===== config.mk =====
export PLATFORM = sky130hd
export DESIGN_NAME = div_iter_pipe
export DESIGN_NICKNAME = d
export VERILOG_FILES = /design/src/rtl/div_iter_pipe.sv
export SDC_FILE = /design/constraint.sdc
export NUM_CORES = 1
export LEC_CHECK = 0
export BUFFER_PORTS_ARGS = -buffer_cell sky130_fd_sc_hd__buf_2
export CAP_MARGIN = 20
export CORE_MARGIN = 4
export CORE_UTILIZATION = 55
export CTS_CLUSTER_SIZE = 40
export DETAILED_ROUTE_END_ITERATION = 16
export GPL_ROUTABILITY_DRIVEN = 0
export PLACE_DENSITY = 0.84
export SYNTH_ARGS = -nofsm -noshare
export SYNTH_HDL_FRONTEND = slang
export SYNTH_SLANG_ARGS = --single-unit
export TNS_END_PERCENT = 1

===== constraint.sdc =====
create_clock -name clock -period 4 [get_ports clock]
set_clock_uncertainty 0.15 [all_clocks]
set_input_delay 0.8 -clock clock [delete_from_list [all_inputs] [get_ports clock]]
set_output_delay 0.8 -clock clock [all_outputs]
set_load 0.05 [all_outputs]

===== src/rtl/div_iter_pipe.sv =====
// Iterative restoring divider with valid/ready handshakes, flush cancel and divide-by-zero flag.
// Define DIV_EARLY_EXIT_EN to skip leading-zero iterations of the dividend magnitude.
module div_iter_pipe #(
  parameter int WIDTH = 32,
  parameter int CNT_W = $clog2(WIDTH + 1)
) (
  input  logic               clock,
  input  logic               reset,
  input  logic               in_valid,
  output logic               in_ready,
  input  logic               flag_unsigned,
  input  logic [WIDTH-1:0]   operand1,
  input  logic [WIDTH-1:0]   operand2,
  input  logic               cancel,
  output logic               out_valid,
  input  logic               out_ready,
  output logic [2*WIDTH-1:0] result,
  output logic               div0
);

  typedef enum logic [2:0] {S_IDLE, S_PREP, S_ITER, S_FIX, S_DONE} state_t;

  state_t             state_reg, state_next;
  logic [WIDTH-1:0]   a_reg, b_reg, bmag_reg, acc_reg, sh_reg;
  logic [CNT_W-1:0]   cnt_reg;
  logic               uns_reg, q_neg_reg, r_neg_reg, div0_pend_reg;
  logic [2*WIDTH-1:0] result_reg;
  logic               div0_reg, in_ready_reg, out_valid_reg;

  logic               a_neg, b_neg, b_zero, trial_ok;
  logic [WIDTH-1:0]   a_mag, b_mag, sh_load, quo_fix, rem_fix;
  logic [CNT_W-1:0]   cnt_load;
  logic [WIDTH:0]     trial;

  assign a_neg  = !uns_reg && a_reg[WIDTH-1];
  assign b_neg  = !uns_reg && b_reg[WIDTH-1];
  assign a_mag  = a_neg ? -a_reg : a_reg;
  assign b_mag  = b_neg ? -b_reg : b_reg;
  assign b_zero = (b_reg == '0);

`ifdef DIV_EARLY_EXIT_EN
  logic [CNT_W-1:0] lz;
  always_comb begin
    lz = CNT_W'(WIDTH);
    for (int i = 0; i < WIDTH; i++) begin
      if (a_mag[i]) lz = CNT_W'(WIDTH - 1 - i);
    end
  end
  assign sh_load  = a_mag << lz;
  assign cnt_load = CNT_W'(WIDTH) - lz;
`else
  assign sh_load  = a_mag;
  assign cnt_load = CNT_W'(WIDTH);
`endif

  // Full-width partial remainder: acc < |b| keeps 2*acc+1 within WIDTH+1 bits, so bit WIDTH is the borrow.
  assign trial    = {acc_reg, sh_reg[WIDTH-1]} - {1'b0, bmag_reg};
  assign trial_ok = !trial[WIDTH];
  assign quo_fix  = q_neg_reg ? -sh_reg : sh_reg;
  assign rem_fix  = r_neg_reg ? -acc_reg : acc_reg;

  always_comb begin
    state_next = state_reg;
    if (cancel) begin
      state_next = S_IDLE;
    end else begin
      case (state_reg)
        S_IDLE: if (in_valid && in_ready_reg) state_next = S_PREP;
        S_PREP: begin
          if (b_zero || cnt_load == '0) state_next = S_FIX;
          else                          state_next = S_ITER;
        end
        S_ITER: if (cnt_reg == CNT_W'(1)) state_next = S_FIX;
        S_FIX:  state_next = S_DONE;
        S_DONE: if (out_ready) state_next = S_IDLE;
        default: state_next = S_IDLE;
      endcase
    end
  end

  always_ff @(posedge clock or negedge reset) begin
    if (!reset) begin
      state_reg     <= S_IDLE;
      a_reg         <= '0;
      b_reg         <= '0;
      bmag_reg      <= '0;
      acc_reg       <= '0;
      sh_reg        <= '0;
      cnt_reg       <= '0;
      uns_reg       <= 1'b0;
      q_neg_reg     <= 1'b0;
      r_neg_reg     <= 1'b0;
      div0_pend_reg <= 1'b0;
      result_reg    <= '0;
      div0_reg      <= 1'b0;
      in_ready_reg  <= 1'b1;
      out_valid_reg <= 1'b0;
    end else begin
      state_reg     <= state_next;
      in_ready_reg  <= (state_next == S_IDLE);
      out_valid_reg <= (state_next == S_DONE);
      if (!cancel) begin
        case (state_reg)
          S_IDLE: begin
            if (in_valid && in_ready_reg) begin
              a_reg   <= operand1;
              b_reg   <= operand2;
              uns_reg <= flag_unsigned;
            end
          end
          S_PREP: begin
            q_neg_reg     <= a_neg ^ b_neg;
            r_neg_reg     <= a_neg;
            bmag_reg      <= b_mag;
            div0_pend_reg <= b_zero;
            acc_reg       <= '0;
            sh_reg        <= sh_load;
            cnt_reg       <= cnt_load;
          end
          S_ITER: begin
            acc_reg <= trial_ok ? trial[WIDTH-1:0] : {acc_reg[WIDTH-2:0], sh_reg[WIDTH-1]};
            sh_reg  <= {sh_reg[WIDTH-2:0], trial_ok};
            cnt_reg <= cnt_reg - CNT_W'(1);
          end
          S_FIX: begin
            result_reg <= div0_pend_reg ? {a_reg, {WIDTH{1'b1}}} : {rem_fix, quo_fix};
            div0_reg   <= div0_pend_reg;
          end
          default: ;
        endcase
      end
    end
  end

  assign in_ready  = in_ready_reg;
  assign out_valid = out_valid_reg;
  assign result    = result_reg;
  assign div0      = div0_reg;

endmodule

==> results of run 1 <==
## layout make-up
type / instances / area [um2] / share of cell area, %
inverters: 50 / 188 / 1.17
multi-input cells: 1203 / 7610 / 47.6
clock inverters: 10 / 135 / 0.845
well taps: 330 / 413 / 2.58
clock buffers: 36 / 749 / 4.69
flip-flops and latches: 240 / 6010 / 37.6
repair buffers: 156 / 891 / 5.57
## metal layers
layer  part of all wire [%]  wire length [um]  global-route usage [%]  up-vias
li1                       -                 -                       -     5772
met3                    6.8              2380                    3.06       62
met5                      0                 0                       0        -
met2                     49             17100                    41.1      449
met1                     42             14900                    33.0     5676
met4                    2.1               736                    6.03        0
## worst paths after layout
check | startpoint | to | slack, ps | cells past startpoint
max in group asynchronous | reset | sh_reg[23]$_DFFE_PN0P_ | 2600 | 2
min in group clock | div0$_DFFE_PN0P_ | div0$_DFFE_PN0P_ | 320 | 2
worst min register to register | div0$_DFFE_PN0P_ | div0$_DFFE_PN0P_ | 320 | 2
worst max-delay path | sh_reg[31]$_DFFE_PN0P_ | acc_reg[25]$_DFFE_PN0P_ | 200 | 13
worst min-delay path | reset | result[4]$_DFFE_PN0P_ | 130 | 1
worst max register to register | sh_reg[31]$_DFFE_PN0P_ | acc_reg[25]$_DFFE_PN0P_ | 200 | 13
## cell usage after synthesis, types with 25 or more instances
| master | number | area (um2) |
|---|---|---|
| xor2_1 | 95 | 832 |
| mux2_2 | 65 | 732 |
| dfrtp_1 | 239 | 5980 |
| clkbuf_1 | 77 | 289 |
| o21ai_0 | 164 | 821 |
| inv_1 | 50 | 188 |
| nor2_1 | 150 | 563 |
| nand3_1 | 28 | 140 |
| o31ai_1 | 33 | 248 |
| ha_1 | 38 | 475 |
| nand2_1 | 187 | 702 |
| nor3_1 | 25 | 125 |
| xnor2_1 | 50 | 438 |
| a21oi_1 | 149 | 746 |
## worst register-to-register path: stages, from the launching register on
cell	delay, ps
dfrtp_1	390
inv_1	90
ha_1	210
fa_1	400
nor2b_1	220
o31ai_1	160
a211oi_1	330
o2111ai_1	220
a31o_2	320
a311oi_4	340
buf_12	270
and2_0	390
a22oi_1	130
o21ai_0	100
## power by group
part	total (uW)	switching [uW]	internal [uW]
registers	4310	1030	3280
logic	5150	3180	1970
clock network	2500	999	1500
## through the flow
step           util [%]  area [um2]  hold WS [ps]  setup WS, ps  total power (uW)
2_1_floorplan         -       14200           300           720              8090
3_3_place_gp       59.7       15100           305           459              9190
3_5_place_dp       59.7       15100           309           268              9400
4_1_cts            63.2       16000           176           249             12000
5_1_grt            63.3       16000           217          10.0             12800
6_report           63.3       16000           127           199             12000
## cells by family after synthesis
logic type / count (synthesis) / share of synthesized area, %
xor+xnor: 145 / 8.96
flops: 240 / 42.4
simple gates: 495 / 16.2
mux: 78 / 6.08
buf+inv: 144 / 4.19
compound gates: 446 / 18.6
fa+ha+maj: 39 / 3.50
==> results.ini, run 1 <==
[logic_synthesis]
synth_area_um2 = 14200
seq_area_frac_synth_pct = 42.4
synth_edf_count = 0
yosys_warnings = 0
synth-seq-cells = 240
synth_ff_type = dfrtp_1
synth_cells = 1587
synthArstFlopShare_pct = 100
synthDistinctLibCells = 77
synth_area_per_cell_um2 = 8.93
synth_nets = 1696

[floorplanning]
ioPinCount = 137
die_h_um = 169
rows = 58
core-area_um2 = 25300
start_util_pct = 56.1
dieArea_um2 = 28400
dieWidth_um = 169

[finish]
fillCellCount = 2063
diodes = 0
stdcell_count = 2025
drive_above_1_share_pct = 17.5
layout_common_cells = dfrtp_1 (238), nand2_1 (186), o21ai_0 (164)
syn2layout_area_growth_pct = 12.9
final_common_cell = dfrtp_1
nNetsFinal = 1787
largest_register_ff_count = 64

[worst_setup_path]
crit_path_end_kind = flip-flop
cp_slowest_cell = fa_1
crit_arrival_ps = 4120
cp-start-kind = flip-flop
slowest_delay_ps = 400
critPathBufInv = 2
cp.required_ps = 4320
path_cells = inv_1 > ha_1 > fa_1 > nor2b_1 > o31ai_1 > a211oi_1 > o2111ai_1 > a31o_2 > a311oi_4 > buf_12 > and2_0 > a22oi_1 > o21ai_0
crit_type = flip-flop to flip-flop
cp_max_fo = 48
crit_family = compound AO/OA/AOI/OAI gates

[sta]
rsz0062_at_grt = no
setup_tns_ps = 0
final_hold_viol_count = 0
min_period_ps = 3800
setup_viol = 0
worst_pin_slew_ps = 1090
slew_violations = 0
max-slew-margin-rel_pct = 27.4
fmax_ghz = 0.263
layout_worst_path_cycle_share_pct = 95.0

[route]
antenna_left = 0
wl_per_cell_um = 17.3
drtPass1Iterations = 6
drc_errors = 0
via_count = 12000
routed_via_density = 5.91
drt-initial-drc-count = 924
wl_mm = 35.1

[place]
numPortBuffers = 136
dp.cells = 1978
dp_hpwl_mm = 25.5

[global_routing]
grt_pass1_vias = 11300
antenna_found_initial = 0
grt_max_degree = 110
grtUsageTotal_pct = 24.1
overflow = 0
grt_pass1_wl_mm = 57.4

[power_and_ir_drop]
powerDensity_nw_per_um2 = 748
peakVddDrop_mv = 0.737
leakage_uw = 0.00734

[clock_network]
clkSlewWorstSetupHoldPaths_ps = 60
cts_hold_buf = 0
clock_latency_ps = 550
ctsResizeCount = 0
numCtsBuffers = 27
root_buffer = clkbuf_16
cts_buffer_depth = 3
cts_tree = done
ctsHtreeMaxLevel = 1
clock-sinks = 240
post_cts_buffers = 0

[run_status]
run_status = finished, final reports clean

[flow_run]
maxCapViolCount = 0

[hold_path]
hold_class = primary input to asynchronous set/reset pin

Note: power is estimated with default switching activity, not from simulation.
==> inputs of run 2 (changes only) <==
Settings changed: CORE_UTILIZATION 55 to 54, PLACE_DENSITY 0.84 to 0.86.
Clock period 4 ns to 3.2 ns, I/O delays scaled along.
==> run 2 against run 1 <==
Net effect:
- the flow now finishes with violations (negative setup slack)
- first-iteration DRC count up 44%
- sequential power up 26%
- global-route usage increased by 1.0 points
- utilization is 0.84 points higher
- register-to-register slack worse by 370 ps
- clock power increased by 25%
- final area grew 4.0%
- routed wire length increased by 6.9%
- maximum frequency grew 13%
- final cell count increased by 3.4%
- highest routed layer unchanged
- sequential share of layout area is 1.4 points lower
- worst hold slack better by 46 ps
==> results.ini, run 2 (synthesis results as in run 1) <==
[floorplanning]
rows = 59
die_h_um = 170
ioPinCount = 137
dieArea_um2 = 28900
start_util_pct = 54.7
core-area_um2 = 25900
dieWidth_um = 170

[sta]
worst_pin_slew_ps = 1100
slew_violations = 0
final_hold_viol_count = 0
fmax_ghz = 0.297
fin_ws_ps = -172
setup_viol = 32
min_period_ps = 3370
max-slew-margin-rel_pct = 26.7
rsz0062_at_grt = yes
setup_tns_ps = -2840
layout_worst_path_cycle_share_pct = 105
fin_hold_ws_ps = 173

[clock_network]
ctsHtreeMaxLevel = 1
clkSlewWorstSetupHoldPaths_ps = 60
cts_buffer_depth = 3
root_buffer = clkbuf_16
clock-sinks = 240
cts_tree = done
numCtsBuffers = 27
clock_latency_ps = 550

[finish]
multi_input_area_um2 = 7710
regArea_um2 = 6010
fillCellCount = 1920
final_common_cell = dfrtp_1
fin_area_um2 = 16600
layout_common_cells = dfrtp_1 (238), nand2_1 (186), o21ai_0 (162)
drive_above_1_share_pct = 21.1
diodes = 0
largest_register_ff_count = 64
nNetsFinal = 1848
syn2layout_area_growth_pct = 17.3

[worst_setup_path]
crit_type = flip-flop to flip-flop
cp-start-kind = flip-flop
cp_max_fo = 5
cp.required_ps = 3480
slowest_delay_ps = 410
crit_arrival_ps = 3650
cp_slowest_cell = fa_2
critPathBufInv = 3
cp_common_cell = buf_6
crit_path_end_kind = flip-flop
crit_family = compound AO/OA/AOI/OAI gates
path_cells = inv_2 > ha_4 > fa_2 > nor2b_4 > o31ai_4 > a211oi_2 > o2111ai_2 > a31o_4 > a311oi_4 > buf_6 > buf_6 > nand2b_4 > nor3_2 > a221o_1

[global_routing]
grt_pass1_vias = 12100
antenna_found_initial = 0
grtUsageTotal_pct = 25.1
grt_max_degree = 90
overflow = 0
grt_pass1_wl_mm = 60.5

[place]
place_area_um2 = 15500
dp_hpwl_mm = 27.0
numPortBuffers = 136

[route]
routed_via_density = 5.97
wl_mm = 37.5
antenna_left = 0
drc_errors = 0
drt-initial-drc-count = 1329
wl_per_cell_um = 17.9
drtPass1Iterations = 6
via_count = 12500

[hold_path]
hold_class = primary input to flip-flop

[run_status]
violations = negative setup slack
run_status = complete, but fails checks

[power_and_ir_drop]
peakVddDrop_mv = 0.993
leakage_uw = 0.00769
total_power_uw = 15500
powerDensity_nw_per_um2 = 933

[flow_run]
maxCapViolCount = 0

[run 2: worst paths after layout]
| kind | depth (start not counted) | slack [ps] | endpoint | start |
|---|---|---|---|---|
| max reg2reg | 14 | -170 | acc_reg[5]$_DFFE_PN0P_ | sh_reg[31]$_DFFE_PN0P_ |
| max | 14 | -170 | acc_reg[5]$_DFFE_PN0P_ | sh_reg[31]$_DFFE_PN0P_ |
| max in group asynchronous | 3 | 1480 | uns_reg$_DFFE_PN0P_ | reset |
| min | 2 | 170 | a_reg[4]$_DFFE_PN0P_ | operand1[4] |
| min in group asynchronous | 2 | 580 | sh_reg[4]$_DFFE_PN0P_ | reset |
| min reg2reg | 2 | 320 | result[33]$_DFFE_PN0P_ | result[33]$_DFFE_PN0P_ |
[run 2: timing repair]
item                       in CTS  in global routing
hold endpoints to repair       58                  0
pin swaps                       3                  7
hold buffers                    1                  0
gates resized for setup         6                 21
setup endpoints to repair      34                 38
gates cloned                    1                  0
buffers inserted                0                  4
[run 2: report_power, final]
part / switching (uW) / internal (uW) / total (uW)
clock: 1290 / 1840 / 3120
sequential: 1310 / 4100 / 5410
combinational: 4230 / 2750 / 6970
[run 2: cell type report]
class	instances	share of cell area [%]
clock buffers	37	4.59
clock inverters	11	0.805
inverters	50	1.13
multi-input cells	1203	46.4
flip-flops and latches	240	36.1
well taps	335	2.52
repair buffers	217	8.44
[run 2: stage by stage]
| stage | setup WS [ps] | util [%] | instances |
|---|---|---|---|
| 3_5_place_dp | -300 | 59.9 | 2038 |
| 3_3_place_gp | -146 | 59.9 | 2038 |
| 6_report | -172 | 64.2 | 2093 |
| 4_1_cts | -65.9 | 63.6 | 2088 |
| 2_1_floorplan | 1.04 | - | 1587 |
| 5_1_grt | -311 | 64.2 | 2093 |
[run 2: per-layer routing]
layer  routed length (um)  part of all wire, %  track usage (%)  vias up
met5                    0                    0                0        -
met4                 1240                  3.3             8.19        0
met3                 2870                  7.6             3.41      109
met2                18000                   48             42.3      582
met1                15400                   41             33.8     5939
li1                     -                    -                -     5872
==> inputs of run 3 (changes only) <==
Settings changed: RECOVER_POWER set to 50.
==> run 3 against run 2 <==
Net effect:
- combinational power barely moved
- routed wire length barely moved
- final cell count is the same
- count of clock-buffer cells in the layout unchanged
- critical endpoint unchanged
- global-route usage did not move
- first-iteration DRC count shrank 1.7%
- flip-flop and latch count did not move
- the flow finishes with violations (max-capacitance violations, max-slew violations, negative setup slack)
- via count is 0.62% higher
- critical path type unchanged
- clock power barely moved
==> results.ini, run 3 (synthesis results as in run 1) <==
[worst_setup_path]
cp_max_fo = 5
cp.required_ps = 3480
crit_type = flip-flop to flip-flop
cp-start-kind = flip-flop
crit_arrival_ps = 3650
crit_path_end_kind = flip-flop

[global_routing]
grt_pass1_vias = 12100
grt_max_degree = 90
grtUsageTotal_pct = 25.1
antenna_found_initial = 0
grt_pass1_wl_mm = 60.5
overflow = 0

[finish]
syn2layout_area_growth_pct = 16.9
largest_register_ff_count = 64
final_common_cell = dfrtp_1
layout_common_cells = dfrtp_1 (238), nand2_1 (186), o21ai_0 (162)
diodes = 0
drive_above_1_share_pct = 21.0
fin_area_um2 = 16600
nNetsFinal = 1848

[place]
dp_hpwl_mm = 27.0
place_area_um2 = 15500
numPortBuffers = 136
dp_slack_ps = -300

[sta]
layout_worst_path_cycle_share_pct = 105
final_hold_viol_count = 0
slew_violations = 90
max-slew-margin-rel_pct = -33.1
rsz0062_at_grt = yes
setup_viol = 32
fin_hold_ws_ps = 172
setup_tns_ps = -2760
fmax_ghz = 0.297
fin_ws_ps = -171
worst_pin_slew_ps = 2000
min_period_ps = 3370

[clock_network]
root_buffer = clkbuf_16
cts_tree = done
clkSlewWorstSetupHoldPaths_ps = 60
cts_buffer_depth = 3
clock_latency_ps = 550
clock-sinks = 240
ctsHtreeMaxLevel = 1
numCtsBuffers = 27

[route]
via_count = 12600
drt-initial-drc-count = 1307
drc_errors = 0
antenna_left = 0
wl_mm = 37.5
drtPass1Iterations = 8
wl_per_cell_um = 17.9
routed_via_density = 6.01

[power_and_ir_drop]
peakVddDrop_mv = 0.996
leakage_uw = 0.00767
total_power_uw = 15500
powerDensity_nw_per_um2 = 935

[floorplanning]
dieArea_um2 = 28900
dieWidth_um = 170
die_h_um = 170
rows = 59
ioPinCount = 137
core-area_um2 = 25900
start_util_pct = 54.7

[hold_path]
hold_class = primary input to flip-flop

[run_status]
run_status = complete, but fails checks
violations = max-capacitance violations, max-slew violations, negative setup slack

[flow_run]
maxCapViolCount = 1

[run 3: worst paths after layout]
kind                                   startpoint                      end  slack (ps)  depth (start not counted)
setup / recovery           sh_reg[31]$_DFFE_PN0P_   acc_reg[5]$_DFFE_PN0P_        -170                         14
hold / removal                       operand1[23]    a_reg[23]$_DFFE_PN0P_         170                          2
setup reg to reg           sh_reg[31]$_DFFE_PN0P_   acc_reg[5]$_DFFE_PN0P_        -170                         14
hold reg to reg            result[33]$_DFFE_PN0P_   result[33]$_DFFE_PN0P_         320                          2
max in group asynchronous                   reset  acc_reg[28]$_DFFE_PN0P_         310                          3
min in group asynchronous                   reset     a_reg[3]$_DFFE_PN0P_        1090                          2
[run 3: cell type report]
class / count / area, um2
repair buffers: 217 / 1350
well taps: 335 / 419
clock inverters: 11 / 134
clock buffers: 37 / 763
inverters: 50 / 188
fillers: 1931 / 9340
multi-input cells: 1203 / 7710
flip-flops and latches: 240 / 6010
[run 3: through the flow]
step / std cells / util, %
CTS: 2088 / 63.6
floorplan: 1587 / -
global route: 2093 / 63.9
detailed placement: 2038 / 59.9
global placement: 2038 / 59.9
finish: 2093 / 63.9
[run 3: power by group]
group / switching (uW) / leakage [uW] / internal, uW / total (uW)
Clock: 1280 / 0.000441 / 1840 / 3120
Sequential: 1310 / 0.00300 / 4100 / 5410
Combinational: 4220 / 0.00423 / 2740 / 6960
Total: 6820 / 0.00767 / 8680 / 15500
[run 3: layer usage]
metal,share of wire [%],vias up,routed length (um),global-route usage (%)
met1,41,5947,15200,33.8
li1,-,5871,-,-
met2,48,630,17900,42.3
met5,0,-,0,0
met4,3.6,0,1360,8.19
met3,8.2,131,3060,3.41
[run 3: timing repair]
action	4_1_cts	5_1_grt
hold buffers	1	0
pin swaps	3	7
setup endpoints to repair	34	38
buffers inserted	0	4
hold endpoints to repair	58	0
gates resized for setup	6	21
cloned	1	0
[run 3: critical path: stages, from the launching register on]
cell and delay (ps):
dfrtp_1 380, inv_2 60, ha_4 160, fa_2 410, nor2b_4 160, o31ai_4 90, a211oi_2 310, o2111ai_2 210
a31o_4 310, a311oi_4 300, buf_6 180, buf_6 100, nand2b_4 120, nor3_2 50, a221o_1 260
